### src/rtl/rom_stream_reader.sv
// Read-side sequencer for a synchronous ROM with a 1-cycle registered read.
// Walks a block of consecutive addresses and streams the words out through a
// 2-entry buffer. Reads are only issued while buffered + in-flight words
// (less any word leaving this cycle) stay below 2, so the buffer can never
// overflow and a full-rate stream still sees one word per cycle.
module rom_stream_reader #(
  parameter int WIDTH     = 8,
  parameter int DEPTH     = 16,
  parameter int DEPTH_LOG = $clog2(DEPTH)
) (
  input  logic                 clk,
  input  logic                 rst_n,
  input  logic                 start,
  input  logic [DEPTH_LOG-1:0] base_addr,
  input  logic [DEPTH_LOG:0]   length,
  output logic [DEPTH_LOG-1:0] addr_rd,
  output logic                 rd_issue,
  input  logic [WIDTH-1:0]     data_in,
  output logic [WIDTH-1:0]     out_data,
  output logic                 out_valid,
  input  logic                 out_ready,
  output logic                 busy,
  output logic                 done
);

  localparam int CW = DEPTH_LOG + 1;
  localparam logic [CW-1:0] DEPTH_W = CW'(DEPTH);

  typedef enum logic [1:0] {IDLE, RUN, DRAIN} state_t;

  state_t               state_q, state_d;
  logic [DEPTH_LOG-1:0] base_q, base_d;
  logic [CW-1:0]        len_q, len_d;
  logic [CW-1:0]        issue_cnt_q, issue_cnt_d;
  logic [CW-1:0]        pop_cnt_q, pop_cnt_d;
  logic                 inflight_q, inflight_d;
  logic [1:0]           cnt_q, cnt_d;
  logic [WIDTH-1:0]     buf0_q, buf0_d, buf1_q, buf1_d;
  logic [DEPTH_LOG-1:0] last_addr_q, last_addr_d;
  logic                 done_q, done_d;

  logic                 pop_now;
  logic                 credit_ok;
  logic [2:0]           occ;
  logic [CW-1:0]        addr_sum, addr_wrap;
  logic [DEPTH_LOG-1:0] next_addr;

  // Stream side, credit check and wrapped read address.
  always_comb begin
    out_valid = (cnt_q != 2'd0);
    out_data  = buf0_q;
    pop_now   = out_valid & out_ready;
    occ       = {1'b0, cnt_q} + {2'b00, inflight_q} - {2'b00, pop_now};
    credit_ok = (occ < 3'd2);
    rd_issue  = (state_q == RUN) & (issue_cnt_q < len_q) & credit_ok;
    addr_sum  = {1'b0, base_q} + issue_cnt_q;
    addr_wrap = (addr_sum >= DEPTH_W) ? (addr_sum - DEPTH_W) : addr_sum;
    next_addr = addr_wrap[DEPTH_LOG-1:0];
    // Address holds its last issued value between reads.
    addr_rd   = rd_issue ? next_addr : last_addr_q;
    busy      = (state_q != IDLE);
    done      = done_q;
  end

  // Next-state: FSM, block counters and the 2-entry shift buffer.
  always_comb begin
    state_d     = state_q;
    base_d      = base_q;
    len_d       = len_q;
    issue_cnt_d = issue_cnt_q;
    pop_cnt_d   = pop_cnt_q;
    inflight_d  = rd_issue;
    last_addr_d = last_addr_q;
    done_d      = 1'b0;
    cnt_d       = cnt_q;
    buf0_d      = buf0_q;
    buf1_d      = buf1_q;

    case (state_q)
      IDLE: begin
        if (start) begin
          if (length != '0) begin
            base_d      = base_addr;
            len_d       = length;
            issue_cnt_d = '0;
            pop_cnt_d   = '0;
            state_d     = RUN;
          end else begin
            done_d = 1'b1;
          end
        end
      end
      RUN:   if (issue_cnt_q == len_q) state_d = DRAIN;
      DRAIN: begin
        if (pop_cnt_q == len_q) begin
          state_d = IDLE;
          done_d  = 1'b1;
        end
      end
      default: state_d = IDLE;
    endcase

    if (rd_issue) begin
      issue_cnt_d = issue_cnt_q + CW'(1);
      last_addr_d = next_addr;
    end
    if (pop_now) pop_cnt_d = pop_cnt_q + CW'(1);

    // Word from last cycle's read lands at the tail; head leaves on pop.
    case ({inflight_q, pop_now})
      2'b10: begin
        if (cnt_q == 2'd0) buf0_d = data_in;
        else               buf1_d = data_in;
        cnt_d = cnt_q + 2'd1;
      end
      2'b01: begin
        buf0_d = buf1_q;
        cnt_d  = cnt_q - 2'd1;
      end
      2'b11: begin
        if (cnt_q == 2'd1) buf0_d = data_in;
        else begin
          buf0_d = buf1_q;
          buf1_d = data_in;
        end
      end
      default: ;
    endcase
  end

  // State registers; reset discards any block in progress.
  always_ff @(posedge clk or negedge rst_n) begin
    if (!rst_n) begin
      state_q     <= IDLE;
      base_q      <= '0;
      len_q       <= '0;
      issue_cnt_q <= '0;
      pop_cnt_q   <= '0;
      inflight_q  <= 1'b0;
      last_addr_q <= '0;
      done_q      <= 1'b0;
      cnt_q       <= 2'd0;
      buf0_q      <= '0;
      buf1_q      <= '0;
    end else begin
      state_q     <= state_d;
      base_q      <= base_d;
      len_q       <= len_d;
      issue_cnt_q <= issue_cnt_d;
      pop_cnt_q   <= pop_cnt_d;
      inflight_q  <= inflight_d;
      last_addr_q <= last_addr_d;
      done_q      <= done_d;
      cnt_q       <= cnt_d;
      buf0_q      <= buf0_d;
      buf1_q      <= buf1_d;
    end
  end

endmodule
### config.mk
export PLATFORM = sky130hd
export DESIGN_NAME = rom_stream_reader
export DESIGN_NICKNAME = d
export VERILOG_FILES = /design/src/rtl/rom_stream_reader.sv
export SDC_FILE = /design/constraint.sdc
export NUM_CORES = 1
export LEC_CHECK = 0
export ABC_AREA = 0
export BUFFER_PORTS_ARGS = -buffer_cell sky130_fd_sc_hd__buf_2
export CAP_MARGIN = 5
export CORE_ASPECT_RATIO = 0.9
export CORE_MARGIN = 2
export CORE_UTILIZATION = 41
export DETAILED_ROUTE_END_ITERATION = 8
export MAX_ROUTING_LAYER = met4
export SYNTH_ARGS = -nofsm -noshare
export SYNTH_HDL_FRONTEND = slang
export SYNTH_SLANG_ARGS = --single-unit
### constraint.sdc
create_clock -name clk -period 10.2 [get_ports clk]
set_clock_uncertainty 0.1 [all_clocks]
set_input_delay 1.02 -clock clk [delete_from_list [all_inputs] [get_ports clk]]
set_output_delay 1.02 -clock clk [all_outputs]
set_load 0.005 [all_outputs]
==> results.md <==
STA:
- Static timing analysis puts the maximum clock frequency at 206 MHz.
- Setup violations remaining at the end of the flow were counted as 0.
- Setup repair after global routing left no endpoint under its margin.
- The final hold slack is 0.380 ns.
- The final-report max-slew violation count is 0.
- The number of hold-slack violations in the final timing report was 0.
- The worst slew margin relative to its limit is 32.2%.
- After layout, the worst setup slack is 5.34 ns.
- At the pin with the least slew margin, the transition time is 1.02 ns.
- The final critical-path required period is 4.86 ns.
- Dividing the final minimum period by the clock period gives 47.7%.
- After routing, the total negative slack on setup checks comes to 0 ns.

Synth:
- The sequential area share after synthesis is 47.7%.
- The cell taking the most area after synthesis is sky130_fd_sc_hd__dfrtp_1.
- In the synthesized netlist, the number of instances is 212.
- The area of the mapped netlist is 2360 um^2.
- The Yosys step of the flow raised 0 warnings.
- Averaged over all synthesized cells, the footprint is 11.1 um^2.
- The most used flip-flop cell after synthesis is sky130_fd_sc_hd__dfrtp_1.
- The area share of the largest cell type after synthesis is 47.7%.
- The async set or reset register ratio after synthesis is 100%.
- The number of flops mapped to enable cells by yosys is 0.
- By area the synthesized netlist is led by sky130_fd_sc_hd__dfrtp_1 48%, sky130_fd_sc_hd__mux2_2 9.1%, sky130_fd_sc_hd__ha_1 7.4%.
- The total of flip-flops plus latches after synthesis is 45.
- Counting every net in the synthesized netlist gives 249.
- The count of cell types in the netlist is 38.

Clock network:
- The count of clock tree sinks is 45.
- The maximum clock insertion buffer count is 2.
- The CTS tree is built.
- The number of levels in the clock H-tree is 2.
- Counting the buffers created by CTS gives 5.
- The later pin in the worst-skew pair is clocked with a latency of 0.30 ns.
- Hold repair after CTS inserted 0 buffers.
- The number of setup buffers added after CTS is 0.
- The master cell of the clock root buffer is sky130_fd_sc_hd__clkbuf_8.
- In this run, post-CTS repair resized a total of 0 instances.
- The clock slew seen by the registers of the worst setup and hold paths is 0.10 ns.

Die:
- Row generation in the floorplan step produced 26 rows.
- The total area inside the core boundary comes to 5630 um^2.
- During I/O placement, the number of pins put on the boundary was 37.
- The height of the chip is 76.0 um.
- Once the floorplan was initialized, standard cells occupied 41.9% of the core.
- The area enclosed by the die boundary is 6380 um^2.
- From left edge to right edge, the die measures 83.9 um.

Critical path:
- The startpoint type of the worst setup path is a flip-flop.
- STA classifies the critical path endpoint as an output port.
- The critical-path maximum fanout is 12.
- STA puts the critical path data required time at 9.08 ns.
- The worst setup path is of the flip-flop to output port kind.
- The buffering stage count on the worst path with inverters included is 3.
- By instance count, the cell type seen most on the critical path is sky130_fd_sc_hd__inv_1.
- The arrival time of data at the critical path endpoint is 3.74 ns.
- Broken down by cell family, the worst path's largest delay share belongs to simple AND/OR/NAND/NOR gates.
- The largest single stage delay on the critical path is 0.52 ns.
- The master of the slowest instance on the critical path is sky130_fd_sc_hd__fa_1.
- Traced cell by cell, the critical path runs through inv_1 -> ha_1 -> nand2b_1 -> inv_1 -> nor2_1 -> o21ai_0 -> fa_1 -> nand4bb_1 -> a211o_1 -> nor2_2 -> mux2_2 -> buf_2.

Detailed routing:
- The number of search-and-repair iterations in the first detailed-routing pass is 4.
- The routed layout has 1635 vias.
- The mean routed wirelength per cell is 13.7 um.
- The wire length after detailed routing is 4400 um.
- The per-cell via count in the routed design is 5.08.
- The count of routing violations after the opening detailed-route iteration is 39.
- The DRC violations left is 0.
- Once detail routing completed, the nets flagged for antenna violations numbered 0.

Power and ir drop:
- The maximum resistive drop on vdd is 95.7 uV.
- Power spread over the standard cell area amounts to 189 nW/um^2.
- In this run the static leakage power is 1.35 nW.
- The total chip power is 511 uW.

GRT:
- The wire length of the first global-routing pass is 7820 um.
- The number of global-route vias before repair is 1674.
- The overall global routing resource usage is 15.5%.
- Summed over all layers, the global routing overflow is 0.
- The initial antenna violation count is 0.
- Entering global routing, the biggest net connects 46 pins.

Layout:
- The repair_antennas step left the layout with diodes totalling 0.
- The count of non-filler cells in the finished layout is 322.
- The fill cell total of the finished layout is 560.
- In the final layout, the share of cells above drive strength 1 is 28.6%.
- Leaving out fill and tap cells, the most frequent cell in the layout is sky130_fd_sc_hd__dfrtp_1.
- The top cell types in the final layout, fill and taps aside, are 45 x sky130_fd_sc_hd__dfrtp_1, 36 x sky130_fd_sc_hd__buf_2, 19 x sky130_fd_sc_hd__nand2_1, 19 x sky130_fd_sc_hd__mux2_2, 16 x sky130_fd_sc_hd__inv_1.
- From synthesis to final layout, the design area changed by 15.0%.
- After the last flow step, the layout net total stands at 288.

Placement:
- The wire-length estimate of the detail-placed layout is 3240 um.
- The post-place setup slack is 5.36 ns.
- The cell total after placement is 314.
- The number of port buffers is 36.
- The final RePlAce weighted congestion is 0.775.

Outcome:
- The run finished with clean final reports.

Hold path:
- The type of the most critical hold path is flip-flop to flip-flop.

Job:
- The max-cap violation count is 0.
per-layer routing:
layer,up-vias,track usage (%),wire (um)
li1,823,-,-
met1,776,20.7,2180
met2,30,23.9,2000
met3,6,3.81,169
met4,0,3.87,48
met5,-,-,0
worst paths after layout:
path                             start              to  slack, ns  cells after the start
max                           cnt_q[1]      addr_rd[2]       5.34                     12
min                        out_data[5]     out_data[5]       0.38                      2
max reg2reg                   cnt_q[1]  last_addr_q[2]       6.67                     11
min reg2reg                out_data[5]     out_data[5]       0.38                      2
max in group asynchronous        rst_n  issue_cnt_q[2]       8.60                      1
min in group asynchronous        rst_n       buf1_q[1]       0.78                      1
synthesized netlist by cell type, types with 2 or more instances:
master / number
sky130_fd_sc_hd__dfrtp_1: 45
sky130_fd_sc_hd__mux2_2: 19
sky130_fd_sc_hd__nand2_1: 19
sky130_fd_sc_hd__inv_1: 16
sky130_fd_sc_hd__o21ai_0: 15
sky130_fd_sc_hd__ha_1: 14
sky130_fd_sc_hd__nand3_1: 11
sky130_fd_sc_hd__a22oi_1: 8
sky130_fd_sc_hd__xor2_1: 8
sky130_fd_sc_hd__a21oi_1: 7
sky130_fd_sc_hd__xnor2_1: 7
sky130_fd_sc_hd__nor2_1: 6
sky130_fd_sc_hd__mux2i_1: 3
sky130_fd_sc_hd__a21o_1: 2
sky130_fd_sc_hd__a21oi_2: 2
sky130_fd_sc_hd__clkbuf_1: 2
sky130_fd_sc_hd__fa_1: 2
sky130_fd_sc_hd__nand2b_1: 2
sky130_fd_sc_hd__nand3b_1: 2
sky130_fd_sc_hd__o21ai_1: 2
sky130_fd_sc_hd__o21ai_2: 2
sky130_fd_sc_hd__or2_2: 2
layout make-up:
cell class,instances,area [um^2],area share [%]
Clock inverter,3,46.3,1.71
Sequential cell,45,1130,41.5
Clock buffer,5,68.8,2.54
Inverter,16,60.1,2.22
Multi-Input combinational cell,147,1140,42.1
Timing Repair Buffer,36,180,6.65
Tap cell,70,87.6,3.23
cells by family (layout without fill, tap and decap cells):
group	after synthesis	after routing	share of synthesized area, %
buffers and inverters	20	60	3.82
adders and majority gates	16	16	9.12
xor gates and xnor gates	15	15	5.57
AOI/OAI and AO/OA	46	46	13.2
muxes	22	22	10.3
and+or+nand+nor	48	48	10.2
DFF	45	45	47.7
worst min-delay path, delay by kind of cell (launching register included):
kind               cells  cell delay [ns]
AOI/OAI and AO/OA      1             0.06
DFF                    1             0.35
and+or+nand+nor        1             0.04
state kept, by name, indices dropped and copies added (netlist names):
signal	count
last_addr_q	4
done	1
inflight_q	1
len_q	5
buf1_q	8
out_data	8
cnt_q	2
state_q	2
issue_cnt_q	5
pop_cnt_q	5
base_q	4
power breakdown:
part	internal (mW)	total (mW)	leakage, nW	switching (mW)
sequential	0.205	0.231	0.594	0.0257
combinational	0.0625	0.143	0.701	0.0802
clock	0.0734	0.138	0.0543	0.0642
total	0.341	0.511	1.35	0.170
stage by stage:
step | instance area [um^2] | util (%)
after CTS | 2710 | 48.2
final | 2710 | 48.2
after floorplan | 2360 | -
after global routing | 2710 | 48.2
after global placement | 2600 | 46.1
after detailed placement | 2600 | 46.1
(Power assumes the default switching activity.)
